===== config.mk =====
export PLATFORM = sky130hd
export DESIGN_NAME = score_keeper
export DESIGN_NICKNAME = d
export VERILOG_FILES = /design/src/rtl/score_pkg.sv /design/src/rtl/score_edge_det.sv /design/src/rtl/score_keeper.sv
export SDC_FILE = /design/constraint.sdc
export NUM_CORES = 1
export LEC_CHECK = 0
export ABC_CLOCK_PERIOD_IN_PS = 6000
export BUFFER_PORTS_ARGS = -buffer_cell sky130_fd_sc_hd__buf_2
export CAP_MARGIN = 20
export CORE_MARGIN = 10
export CORE_UTILIZATION = 35
export CTS_CLUSTER_SIZE = 12
export DETAILED_ROUTE_END_ITERATION = 10
export PLACE_DENSITY = 0.6
export SLEW_MARGIN = 20
export SYNTH_ARGS = -nofsm -noshare
export SYNTH_HDL_FRONTEND = slang
export SYNTH_SLANG_ARGS = --single-unit

===== constraint.sdc =====
create_clock -name clk_22 -period 6 [get_ports clk_22]
set_input_delay 1.2 -clock clk_22 [delete_from_list [all_inputs] [get_ports clk_22]]
set_output_delay 1.2 -clock clk_22 [all_outputs]
set_load 0.02 [all_outputs]

===== src/rtl/score_pkg.sv =====
// Shared types and helpers for the score keeper: state encodings, default widths
// and the saturating adder used for score, high score and round count.
package score_pkg;

    typedef enum logic [1:0] {
        ST_PLAY   = 2'd0,
        ST_PAUSED = 2'd1,
        ST_OVER   = 2'd2
    } state_t;

    localparam int SCORE_W   = 14;
    localparam int MAX_SCORE = 9999;

    // Clamp a+b to max; operands are small enough that the 32-bit sum never wraps.
    function automatic int unsigned sat_add(input int unsigned a,
                                            input int unsigned b,
                                            input int unsigned max);
        int unsigned sum;
        sum = a + b;
        return (sum > max) ? max : sum;
    endfunction

endpackage


===== src/rtl/score_edge_det.sv =====
// Rising-edge detector: registers the previous input value so a level held
// across several ticks produces a single-tick rise pulse.
module score_edge_det #(
    parameter int W = 4
) (
    input  logic         clk_22,
    input  logic         rst,
    input  logic [W-1:0] in,
    output logic [W-1:0] rise
);

    logic [W-1:0] in_q;

    always_ff @(posedge clk_22 or negedge rst) begin
        if (!rst) in_q <= '0;
        else      in_q <= in;
    end

    assign rise = in & ~in_q;

endmodule


===== src/rtl/score_keeper.sv =====
// Score keeper: edge-qualified hit counting with saturating score, high score,
// round count and a timed game-over hold. Combo multiplier enabled by SCORE_COMBO_EN.
//
// state     | meaning
// ----------+-------------------------------------------------------------
// ST_PLAY   | hits score, combo timer runs, round_end rise ends the round
// ST_PAUSED | everything frozen until pause drops
// ST_OVER   | finished score on display, hold counts down (frozen by pause)
module score_keeper #(
    parameter int SCORE_W   = score_pkg::SCORE_W,
    parameter int MAX_SCORE = score_pkg::MAX_SCORE,
    parameter int COMBO_WIN = 8,
    parameter int COMBO_MAX = 3,
    parameter int OVER_HOLD = 24
) (
    input  logic               clk_22,
    input  logic               rst,
    input  logic               pause,
    input  logic [2:0]         hit,
    input  logic               round_end,
    output logic [SCORE_W-1:0] score,
    output logic [SCORE_W-1:0] h_score,
    output logic [SCORE_W-1:0] rounds,
    output logic [1:0]         combo,
    output logic               new_high,
    output logic [1:0]         state
);
    import score_pkg::*;

`ifdef SCORE_COMBO_EN
    localparam bit COMBO_EN = 1'b1;
`else
    localparam bit COMBO_EN = 1'b0;
`endif

    localparam int TMR_W  = $clog2(COMBO_WIN + 1);
    localparam int HOLD_W = $clog2(OVER_HOLD + 1);

    state_t             st;
    logic [TMR_W-1:0]   timer;
    logic [HOLD_W-1:0]  hold;
    logic [3:0]         rise;
    logic [2:0]         hit_rise;
    logic               end_rise;
    logic [1:0]         n;
    logic [1:0]         combo_nx, combo_play;
    logic [TMR_W-1:0]   timer_play;
    int unsigned        add;
    logic [SCORE_W-1:0] s_post, rounds_inc;

    score_edge_det #(.W(4)) u_edge (
        .clk_22 (clk_22),
        .rst    (rst),
        .in     ({hit, round_end}),
        .rise   (rise)
    );

    assign hit_rise = rise[3:1];
    assign end_rise = rise[0];
    assign n        = 2'(hit_rise[0]) + 2'(hit_rise[1]) + 2'(hit_rise[2]);
    assign state    = st;

    // Next combo/timer/score as seen from PLAY; with the combo feature off the
    // timer is held at zero and folds away.
    always_comb begin
        combo_nx   = '0;
        combo_play = combo;
        timer_play = timer;
        add        = 32'(n);
        if (COMBO_EN) begin
            if (timer != '0)
                combo_nx = (32'(combo) >= COMBO_MAX) ? 2'(COMBO_MAX) : combo + 2'd1;
            add = 32'(n) * (32'(combo_nx) + 32'd1);
            if (n != 2'd0) begin
                combo_play = combo_nx;
                timer_play = TMR_W'(COMBO_WIN);
            end else if (timer != '0) begin
                timer_play = timer - TMR_W'(1);
                if (timer == TMR_W'(1)) combo_play = '0;
            end
        end else begin
            combo_play = '0;
            timer_play = '0;
        end
        s_post     = SCORE_W'(sat_add(32'(score), add, MAX_SCORE));
        rounds_inc = SCORE_W'(sat_add(32'(rounds), 32'd1, MAX_SCORE));
    end

    always_ff @(posedge clk_22 or negedge rst) begin
        if (!rst) begin
            st       <= ST_PLAY;
            score    <= '0;
            h_score  <= '0;
            rounds   <= '0;
            combo    <= '0;
            new_high <= 1'b0;
            timer    <= '0;
            hold     <= '0;
        end else begin
            case (st)
                ST_PLAY: begin
                    if (end_rise) begin
                        score    <= s_post;
                        combo    <= combo_play;
                        timer    <= timer_play;
                        h_score  <= (s_post > h_score) ? s_post : h_score;
                        new_high <= (s_post > h_score);
                        rounds   <= rounds_inc;
                        hold     <= HOLD_W'(OVER_HOLD);
                        st       <= ST_OVER;
                    end else if (pause) begin
                        st <= ST_PAUSED;
                    end else begin
                        score <= s_post;
                        combo <= combo_play;
                        timer <= timer_play;
                    end
                end
                ST_PAUSED: begin
                    if (!pause) st <= ST_PLAY;
                end
                ST_OVER: begin
                    if (!pause) begin
                        if (hold <= HOLD_W'(1)) begin
                            hold     <= '0;
                            score    <= '0;
                            combo    <= '0;
                            timer    <= '0;
                            new_high <= 1'b0;
                            st       <= ST_PLAY;
                        end else begin
                            hold <= hold - HOLD_W'(1);
                        end
                    end
                end
                default: st <= ST_PLAY;
            endcase
        end
    end

endmodule


==> impl_metrics.ini <==
[global_routing]
grt_max_degree = 55
first_pass_grt_wire_length_um = 16000
grt_overflow_total = 0
grt.total_usage = 0.129
via_count_of_the_first_global_routing_pass = 3273
antenna_found_initial = 0

[timing]
tightestPinTransition_ns = 0.700
final_report_hold_violation_count = 0
tns_ns = 0
report.final.slew_viol_count = 0
max_slew_margin = 0.533
finalCriticalPeriod_ns = 5.79
max_freq_mhz = 173
worst_case_clock_skew_ns = 0.00970
post-route-period-util = 0.965
setup_viol = 0
rsz0062_at_grt = no

[routing]
detail_route.first_pass.iterations = 4
wl_um = 9670
route.detailed.drc = 0
drt-vias-per-instance = 5.33
detailroute.via_count = 3277
detailed_route_wire_length_per_cell_um = 15.7
route.antenna.remaining_nets = 0
drt-initial-drc-count = 191

[clocking]
cts.reportedPaths.clkPinSlew_ns = 0.11
cts.htree.levels = 2
cts_max_path_buffers = 2
total_clock_sinks = 54
cts_hold_buffers_added = 0
clk_root_buffer_cell = sky130_fd_sc_hd__clkbuf_8
clk-insertion-delay-late_ns = 0.32
inserted_clock_buffers = 5
cts_tree = yes

[worst_setup_path]
start_kind = input pin
critical_path.max_stage_delay_ns = 0.52
critical_path.slowest_cell = sky130_fd_sc_hd__or4b_4
crit_chain = buf_2 > nor2b_1 > fa_1 > ha_2 > inv_1 > fa_2 > and4b_1 > a21oi_1 > mux2i_1 > o21ai_1 > a31o_2 > a21oi_4 > nor2b_4 > ha_4 > a21o_1 > a21o_1 > a21oi_2 > nor2_1 > or4b_4 > a211oi_2 > a2111oi_4 > buf_4 > mux2_2
arrival_ns = 6.00
critical_path_class = in -> reg
critPathMaxFanout = 6
critical_path_required_ns = 6.21
crit_path_end_kind = flip-flop
crit_path_frequent_cell = sky130_fd_sc_hd__a21o_1

[placed_design]
placement_stage_cell_area_um2 = 4220
place.gp.congestion = 0.906
detailedPlacementHpwl_um = 7180
buffer_ports.inserted = 51

[layout]
antenna_cells = 0
number_of_nets_in_the_finished_design = 506
area.growth.synth_to_final_pct = 21.3
layout_cell_share_with_drive_strength_beyond_1 = 0.278
multi_input_area_um2 = 2150
fillCellCount = 1017
finish.instance_area_um2 = 4420
postLayoutCoreUtil = 0.432
register_area_um2 = 1350

[synth]
netlist.area_leader.share = 0.371
syn_area_per_cell_um2 = 9.07
synth.distinct_cells = 63
yosys_warnings = 0
yosys.area.top_type = sky130_fd_sc_hd__dfrtp_1
ys_async_sr_fraction = 1.00
number_of_enable_type_register_cells_in_the_synthesized_netlist = 0
synthCells = 402
predominant_post_synthesis_flop_cell = sky130_fd_sc_hd__dfrtp_1
yosys_register_bits = 54
sequential_to_total_area_share_from_yosys_stat = 0.371
synthesis.area_um2 = 3640
synth_most_common_cell = sky130_fd_sc_hd__dfrtp_1
synth_top_cells_by_count = 54 x sky130_fd_sc_hd__dfrtp_1, 30 x sky130_fd_sc_hd__nor2_1, 29 x sky130_fd_sc_hd__inv_1, 29 x sky130_fd_sc_hd__nand2_1, 25 x sky130_fd_sc_hd__o21ai_0
synth_top_cells_by_area = sky130_fd_sc_hd__dfrtp_1 37%, sky130_fd_sc_hd__ha_1 6.5%, sky130_fd_sc_hd__mux2_2 4.3%

[status]
run_status = completed

[job]
maximum_capacitance_violations = 0

[floorplanning]
initial_utilization = 0.356
rows = 37
design.die.area_um2 = 14900
die_height_um = 122
placeableCoreArea_um2 = 10200
ports_placed_on_the_boundary = 54
dieWidth_um = 122

[pwr]
cellPowerDensity_nw_per_um2 = 361
ir_drop_uv = 190
power_leakage_nw = 2.08

[min_path]
hold_class = reg -> reg
==> power by group <==
part / leakage, nW / total (mW) / internal (mW) / switching (mW)
logic: 1.34 / 0.814 / 0.345 / 0.469
clock network: 0.0502 / 0.225 / 0.0870 / 0.139
registers: 0.687 / 0.558 / 0.444 / 0.114
total: 2.08 / 1.60 / 0.875 / 0.722
==> routing by layer <==
metal	GRT usage	part of all wire
met3	0.0291	0.057
met5	0	0
met1	0.157	0.43
met2	0.224	0.50
met4	0.0350	0.0095
==> area by class of cell <==
| cell class | instances | area share |
|---|---|---|
| repair buffers | 89 | 0.123 |
| inverters | 29 | 0.0246 |
| flip-flops and latches | 54 | 0.306 |
| multi-input cells | 299 | 0.486 |
| well taps | 136 | 0.0385 |
| clock inverters | 3 | 0.00651 |
| clock buffers | 5 | 0.0156 |
==> cell families (layout without fill, tap and decap cells) <==
family / after synthesis / in the layout / synth area share
buf+inv: 50 / 126 / 0.0573
xor+xnor: 9 / 9 / 0.0216
mux: 16 / 16 / 0.0487
simple gates: 138 / 138 / 0.204
other cells: 1 / 2 / 0.00103
fa+ha+maj: 21 / 21 / 0.0762
compound gates: 113 / 113 / 0.220
flops: 54 / 54 / 0.371
==> cells in the final DEF (no fill, tap or decap), drive strengths merged, types with 4 or more instances in the layout <==
| cell type | n |
|---|---|
| buf | 89 |
| dfrtp | 54 |
| nor2 | 30 |
| inv | 30 |
| nand2 | 29 |
| o21ai | 25 |
| a21oi | 21 |
| ha | 19 |
| mux2 | 14 |
| nor2b | 13 |
| nand4 | 11 |
| a21o | 10 |
| nand3 | 10 |
| nor3 | 9 |
| nor4 | 8 |
| a22o | 7 |
| o21a | 6 |
| o22a | 6 |
| nor3b | 5 |
| and2 | 5 |
| nand2b | 5 |
| xnor2 | 5 |
| o211ai | 5 |
| o31ai | 5 |
| clkbuf | 5 |
| xor2 | 4 |
| a31oi | 4 |
==> what timing repair did <==
item | 4_1_cts | 5_1_grt
setup endpoints to repair | 2 | 14
setup buffers | 0 | 7
resized for setup | 0 | 9
cloned | 0 | 1
pin swaps | 1 | 5
==> metrics by stage <==
step / cells / worst slack (ns) / power (mW) / hold WS (ns)
after floorplan: 403 / 0.0415 / 1.10 / 0.474
after global placement: 598 / -0.193 / 1.34 / 0.473
after detailed placement: 598 / -0.333 / 1.36 / 0.465
after CTS: 606 / 0.0536 / 1.59 / 0.494
after global routing: 615 / 0.0397 / 1.74 / 0.516
final: 615 / 0.208 / 1.60 / 0.488
==> flip-flops by register name, indices dropped and copies added, names as in the netlist <==
name	cells
h_score	14
u_edge.in_q	4
hold	5
rounds	14
new_high	1
state	2
score	14
==> worst max-delay path: cells and delay by family <==
kind	cells	cell delay, ns
AO/OA/AOI/OAI	9	1.51
adder cells (fa/ha/maj)	4	1.26
multiplexers	2	0.46
buffers and inverters	3	0.36
AND/OR/NAND/NOR	5	1.21
==> worst paths after layout <==
kind | endpoint | depth (start not counted) | slack (ns) | from
worst min-delay path | new_high$_DFFE_PN0P_ | 1 | 0.49 | new_high$_DFFE_PN0P_
worst max-delay path | h_score[7]$_DFFE_PN0P_ | 23 | 0.21 | hit[0]
min in group asynchronous | score[7]$_DFFE_PN0P_ | 2 | 0.99 | rst
max in group asynchronous | rounds[1]$_DFFE_PN0P_ | 2 | 4.53 | rst
worst max register to register | h_score[7]$_DFFE_PN0P_ | 21 | 0.84 | score[0]$_DFFE_PN0P_
worst min register to register | new_high$_DFFE_PN0P_ | 1 | 0.49 | new_high$_DFFE_PN0P_
Power figures use the tool's default switching activity.
